<file path="src/rtl/tmod_slave_nch.sv">
// Multi-channel temperature-module command slave: op/opnd command FSM plus
// per-channel samples, high/low thresholds, sticky alarms and an irq level.
module tmod_slave_nch #(
    parameter int NCH    = 4,
    parameter int DWIDTH = 8,
    parameter int OP_W   = 4
) (
    input  logic                  clk,
    input  logic                  reset,
    input  logic [OP_W-1:0]       op,
    input  logic [DWIDTH-1:0]     opnd,
    output logic [1:0]            status,
    output logic                  valid,
    output logic                  ready,
    output logic [DWIDTH-1:0]     rdata,
    input  logic [NCH*DWIDTH-1:0] temp_in,
    input  logic [NCH-1:0]        temp_stb,
    output logic                  irq
);

    localparam int CH_W = (NCH > 1) ? $clog2(NCH) : 1;
    localparam logic [DWIDTH:0] NCH_LIM = (DWIDTH + 1)'(NCH);

    localparam logic [OP_W-1:0] OP_SEL_CH     = OP_W'(1);
    localparam logic [OP_W-1:0] OP_SET_HI     = OP_W'(2);
    localparam logic [OP_W-1:0] OP_SET_LO     = OP_W'(3);
    localparam logic [OP_W-1:0] OP_READ_TEMP  = OP_W'(4);
    localparam logic [OP_W-1:0] OP_READ_ALARM = OP_W'(5);
    localparam logic [OP_W-1:0] OP_CLR_ALARM  = OP_W'(6);
    localparam logic [OP_W-1:0] OP_SET_EN     = OP_W'(7);

    localparam logic [1:0] ST_OK    = 2'b00;
    localparam logic [1:0] ST_RANGE = 2'b01;
    localparam logic [1:0] ST_OP    = 2'b10;

    typedef enum logic [1:0] {
        S_IDLE = 2'd0,
        S_EXEC = 2'd1,
        S_RESP = 2'd2
    } state_e;

    state_e              state_q, state_d;
    logic [OP_W-1:0]     op_q, op_d;
    logic [DWIDTH-1:0]   opnd_q, opnd_d;
    logic [CH_W-1:0]     sel_q, sel_d;
    logic                en_q, en_d;
    logic [DWIDTH-1:0]   sample_q [NCH];
    logic [DWIDTH-1:0]   sample_d [NCH];
    logic [DWIDTH-1:0]   hi_q [NCH];
    logic [DWIDTH-1:0]   hi_d [NCH];
    logic [DWIDTH-1:0]   lo_q [NCH];
    logic [DWIDTH-1:0]   lo_d [NCH];
    logic [NCH-1:0]      alarm_hi_q, alarm_hi_d;
    logic [NCH-1:0]      alarm_lo_q, alarm_lo_d;
    logic [NCH-1:0]      clr_s;
    logic [DWIDTH-1:0]   slice_s;
    logic [1:0]          status_q, status_d;
    logic                valid_q, valid_d;
    logic                ready_q, ready_d;
    logic                irq_q, irq_d;
    logic [DWIDTH-1:0]   rdata_q, rdata_d;

    // Command FSM, sampling/alarm update and next-state of all registered outputs
    always_comb begin
        state_d    = state_q;
        op_d       = op_q;
        opnd_d     = opnd_q;
        sel_d      = sel_q;
        en_d       = en_q;
        sample_d   = sample_q;
        hi_d       = hi_q;
        lo_d       = lo_q;
        alarm_hi_d = alarm_hi_q;
        alarm_lo_d = alarm_lo_q;
        clr_s      = '0;
        slice_s    = '0;
        status_d   = status_q;
        rdata_d    = rdata_q;
        valid_d    = 1'b0;
        ready_d    = 1'b0;

        case (state_q)
            S_IDLE: begin
                if (op != '0) begin
                    op_d    = op;
                    opnd_d  = opnd;
                    state_d = S_EXEC;
                    ready_d = 1'b0;
                end else begin
                    state_d = S_IDLE;
                    ready_d = 1'b1;
                end
            end
            S_EXEC: begin
                state_d  = S_RESP;
                valid_d  = 1'b1;
                status_d = ST_OK;
                case (op_q)
                    OP_SEL_CH: begin
                        if ({1'b0, opnd_q} < NCH_LIM) begin
                            sel_d = opnd_q[CH_W-1:0];
                        end else begin
                            status_d = ST_RANGE;
                        end
                        rdata_d = DWIDTH'(sel_d);
                    end
                    OP_SET_HI: begin
                        hi_d[sel_q] = opnd_q;
                        rdata_d     = opnd_q;
                    end
                    OP_SET_LO: begin
                        lo_d[sel_q] = opnd_q;
                        rdata_d     = opnd_q;
                    end
                    OP_READ_TEMP:  rdata_d = sample_q[sel_q];
                    OP_READ_ALARM: rdata_d = DWIDTH'({alarm_lo_q[sel_q], alarm_hi_q[sel_q]});
                    OP_CLR_ALARM: begin
                        clr_s[sel_q] = 1'b1;
                        rdata_d      = '0;
                    end
                    OP_SET_EN: begin
                        en_d    = opnd_q[0];
                        rdata_d = DWIDTH'(opnd_q[0]);
                    end
                    default: begin
                        status_d = ST_OP;
                        rdata_d  = '0;
                    end
                endcase
            end
            S_RESP: begin
                state_d = S_IDLE;
                ready_d = 1'b1;
            end
            default: begin
                state_d = S_IDLE;
                ready_d = 1'b1;
            end
        endcase

        // Compares use pre-edge enable/thresholds; a same-cycle set beats a clear.
        for (int i = 0; i < NCH; i++) begin
            slice_s       = temp_in[i*DWIDTH +: DWIDTH];
            alarm_hi_d[i] = alarm_hi_q[i] & ~clr_s[i];
            alarm_lo_d[i] = alarm_lo_q[i] & ~clr_s[i];
            if (temp_stb[i]) begin
                sample_d[i] = slice_s;
                if (en_q && (slice_s > hi_q[i])) begin
                    alarm_hi_d[i] = 1'b1;
                end else begin
                    alarm_hi_d[i] = alarm_hi_d[i];
                end
                if (en_q && (slice_s < lo_q[i])) begin
                    alarm_lo_d[i] = 1'b1;
                end else begin
                    alarm_lo_d[i] = alarm_lo_d[i];
                end
            end else begin
                sample_d[i] = sample_q[i];
            end
        end

        irq_d = en_d & (|(alarm_hi_d | alarm_lo_d));
    end

    // State and output registers with synchronous reset
    always_ff @(posedge clk) begin
        if (reset) begin
            state_q    <= S_IDLE;
            op_q       <= '0;
            opnd_q     <= '0;
            sel_q      <= '0;
            en_q       <= 1'b0;
            alarm_hi_q <= '0;
            alarm_lo_q <= '0;
            status_q   <= ST_OK;
            valid_q    <= 1'b0;
            ready_q    <= 1'b1;
            irq_q      <= 1'b0;
            rdata_q    <= '0;
            for (int i = 0; i < NCH; i++) begin
                sample_q[i] <= '0;
                hi_q[i]     <= '1;
                lo_q[i]     <= '0;
            end
        end else begin
            state_q    <= state_d;
            op_q       <= op_d;
            opnd_q     <= opnd_d;
            sel_q      <= sel_d;
            en_q       <= en_d;
            alarm_hi_q <= alarm_hi_d;
            alarm_lo_q <= alarm_lo_d;
            status_q   <= status_d;
            valid_q    <= valid_d;
            ready_q    <= ready_d;
            irq_q      <= irq_d;
            rdata_q    <= rdata_d;
            sample_q   <= sample_d;
            hi_q       <= hi_d;
            lo_q       <= lo_d;
        end
    end

    assign status = status_q;
    assign valid  = valid_q;
    assign ready  = ready_q;
    assign rdata  = rdata_q;
    assign irq    = irq_q;

endmodule

</file>
<file path="config.mk">
export PLATFORM = sky130hd
export DESIGN_NAME = tmod_slave_nch
export DESIGN_NICKNAME = d
export VERILOG_FILES = /design/src/rtl/tmod_slave_nch.sv
export SDC_FILE = /design/constraint.sdc
export NUM_CORES = 1
export LEC_CHECK = 0
export CORE_UTILIZATION = 45
export CTS_CLUSTER_DIAMETER = 80
export DETAILED_ROUTE_END_ITERATION = 7
export PLACE_DENSITY_LB_ADDON = 0.12
export SKIP_CTS_REPAIR_TIMING = 1
export SYNTH_ARGS = -nofsm -noshare
export SYNTH_HDL_FRONTEND = slang
export SYNTH_SLANG_ARGS = --single-unit
</file>
<file path="constraint.sdc">
create_clock -name clk -period 1.8 [get_ports clk]
set_input_delay 0.27 -clock clk [delete_from_list [all_inputs] [get_ports clk]]
set_output_delay 0.27 -clock clk [all_outputs]
set_load 0.02 [all_outputs]
</file>
==> qor.txt, run 1 <==
Outcome: finished, violations left
Failing checks: setup timing
Post-Synthesis Cells: 750
Clk slew on worst S/H paths: 60 ps
Nets: 1009
Worst path top cell family by delay: simple AND/OR/NAND/NOR gates
IO Count: 63
Syn Nets: 860
Vias per inst: 5.44
Htree depth: 4
Worst rel slew slack: 55.5%
Crit path time final: 2120 ps
Die width: 123 µm
Reg-to-Reg End: irq
DP Worst Slack: -573 ps
DRC viols: 0
R2R depth: 7
WHS Path Cells: 3
Synth unique cells: 47
Initial antenna violation count: 0
CTS tree: built
Worst-path cell chain: nand2b_4, or4_4, or2_4, a222oi_1, buf_4, o2111a_1, a41oi_2
Leak: 3.78 nW
EDFF count, synth: 0
Max Cap Viol: 0
DR vias: 5957
Top post-synthesis cells by count: 134 x dfxtp_1, 98 x nor2_1, 77 x nand2_1, 62 x inv_1, 62 x mux2i_1
Crit-path max cell delay: 550 ps
RSZ-0062 raised after global routing: yes
Slew Viols, Final: 0
Fin util: 62.1%
Synth Flop Type: dfxtp_1
# setup viols final: 16
Worst-Skew Late Latency: 420 ps
XOR/XNOR Fraction of Synth Area: 0%
CTS Buffer Depth: 2
1st-pass router iterations: 5
Yosys warnings: 0
Top-count cell post-synth: dfxtp_1
PD cells: 863 mW/mm²
Mapped cell area: 0.00664 mm²
Worst Setup Path Type: reg2reg
Tot GR Track Use: 26.4%
Top cell type's share of synthesized area: 40.4%
GR Overflow Total: 0
Post-synth ARST share: 0%
Core Region: 0.0145 mm²
Worst EP required: 2090 ps
Area contributors post-synth: dfxtp_1 40%, ha_1 11%, mux2i_1 9.4%
Min Hold Slack: 293 ps
Post-Synth Simple-Gate Area: 15.7%
Maximum VDD drop: 0.643 mV
Multiplexer share of the synthesized area: 12.9%
Slowest cell on crit path: or4_4
Flops & latches, synth: 134
Setup ws final: -324 ps
Post-synthesis adder-cell area fraction: 11.3%
Skew final: 5.34 ps
Routability congestion estimate from global placement: 0.881
Clk root buf: clkbuf_16
Global-route wire length before repair: 29.6 mm
Buf/Inv on CP: 1
Mean routed wirelength per cell: 17.7 µm
Final wirelength: 19.4 mm
Chip height: 123 µm
P&R area growth vs syn: 35.6%
Cell Rows: 44
Main combinational cell family by area after synthesis: simple AND/OR/NAND/NOR gates
I/O Buffers: 62
Hold Violations, Final: 0
DP Wirelength: 13.9 mm
R2R Setup Slk: -320 ps
Area leader, netlist: dfxtp_1
Hold Path Class: in2reg
Worst Path Max Fanout: 2
TritonCTS Buffers: 17
Design area: 0.00900 mm²
Hold Crit Endpoint: lo_q[23]
Critical Path End Type: register
Die Area: 0.0152 mm²
Avg Cell Area, Syn: 8.85 µm²
Seq/Total Area, Yosys: 40.4%
Number of diodes: 0
Final cycle utilization of the critical path: 118%
Vias in the first global route: 5718
DRT antenna net count: 0
Fin Setup TNS: -780 ps
Area after DPL: 0.00817 mm²
Clk sink count: 134
Layout cells sized above 1: 19.6%
Worst slew pin tran: 662 ps
Setup crit start kind: register
Drt initial violations: 426
Largest net degree at the start of global routing: 56
Crit path arrival time: 2410 ps
Post-synthesis compound-gate area fraction: 13.4%
Worst Min Path Start: reset
Max Fclk: 471 MHz
Initial core utilization: 45.8%
Worst reg2reg startpoint: state_q[1]
-- routing by layer --
layer | up-vias | routed length, µm | part of all wire (%) | track usage, %
met5 | - | 0 | 0 | 0
met4 | 0 | 363 | 1.9 | 7.61
met3 | 26 | 892 | 4.6 | 5.26
met2 | 147 | 9070 | 47 | 44.4
met1 | 2863 | 9080 | 47 | 34.2
li1 | 2921 | - | - | -
-- how the worst max path moves through the flow --
stage                startpoint  endpoint  cells after the start
finish               state_q[1]       irq                      7
global placement    temp_in[16]       irq                      9
global route         state_q[1]       irq                      7
CTS                     op_q[1]       irq                      7
floorplan               op_q[1]       irq                      6
detailed placement   temp_in[1]       irq                      9
-- worst min-delay path, delay by kind of cell --
family / cells / cell delay (ps)
buffers and inverters: 2 / 350
AOI/OAI and AO/OA: 1 / 50
-- where the power goes --
group	switching (mW)	internal, mW
sequential	0.0774	3.07
combinational	0.512	0.471
clock	1.28	2.35
-- cell families (layout without fill, tap and decap cells) --
family | Yosys count | count (layout)
simple gates | 235 | 235
compound gates | 142 | 142
flops | 134 | 134
buf+inv | 106 | 268
mux | 73 | 73
fa+ha+maj | 60 | 60
-- layout make-up --
class	count	area [µm²]
clock buffer	20	447
fill	1214	5480
clock inverter	12	178
multi-input combinational	510	3650
timing repair buffer	173	1570
inverter	63	236
sequential	134	2690
tap	184	230
-- cells in the final DEF (no fill, tap or decap), types with 3 or more instances in the layout --
cell	synthesis	routed
buf_4	0	96
nor2_4	0	6
nand2b_1	5	4
mux4_2	10	10
dfxtp_1	134	130
ha_1	60	60
nand4_1	11	11
buf_6	0	8
nor2b_1	7	6
o211ai_1	31	31
nor3_1	14	14
nand3_1	5	4
mux2i_1	62	61
a211oi_1	3	3
a221oi_1	7	7
clkinvlp_4	0	4
a31oi_1	4	4
dfxtp_2	0	4
bufinv_16	0	4
o21ai_0	33	32
nand2_1	77	77
inv_1	62	62
nor2_1	98	93
clkdlybuf4s50_1	0	61
a21oi_1	46	44
buf_12	0	6
o31ai_1	4	4
clkbuf_16	0	18
a211o_1	3	3
-- per-stage QoR --
stage,cells,power (mW)
2_1_floorplan,750,3.64
3_3_place_gp,1058,4.13
3_5_place_dp,1058,4.16
4_1_cts,1090,7.78
5_1_grt,1096,8.05
6_report,1096,7.76
-- state kept, by name (all words and copies together) (netlist names), 2 cells and up --
name	flops
alarm_hi_q	4
alarm_lo_q	4
hi_q	32
lo_q	32
op_q	4
opnd_q	8
rdata	8
sample_q	32
sel_q	2
state_q	2
status	2
(Power assumes the default switching activity.)
==> run 2: changes to the inputs <==
- ABC_CLOCK_PERIOD_IN_PS: not set -> 1800
==> results of run 2 <==
No change in the layout: final DEF, timing and power equal those of run 1.
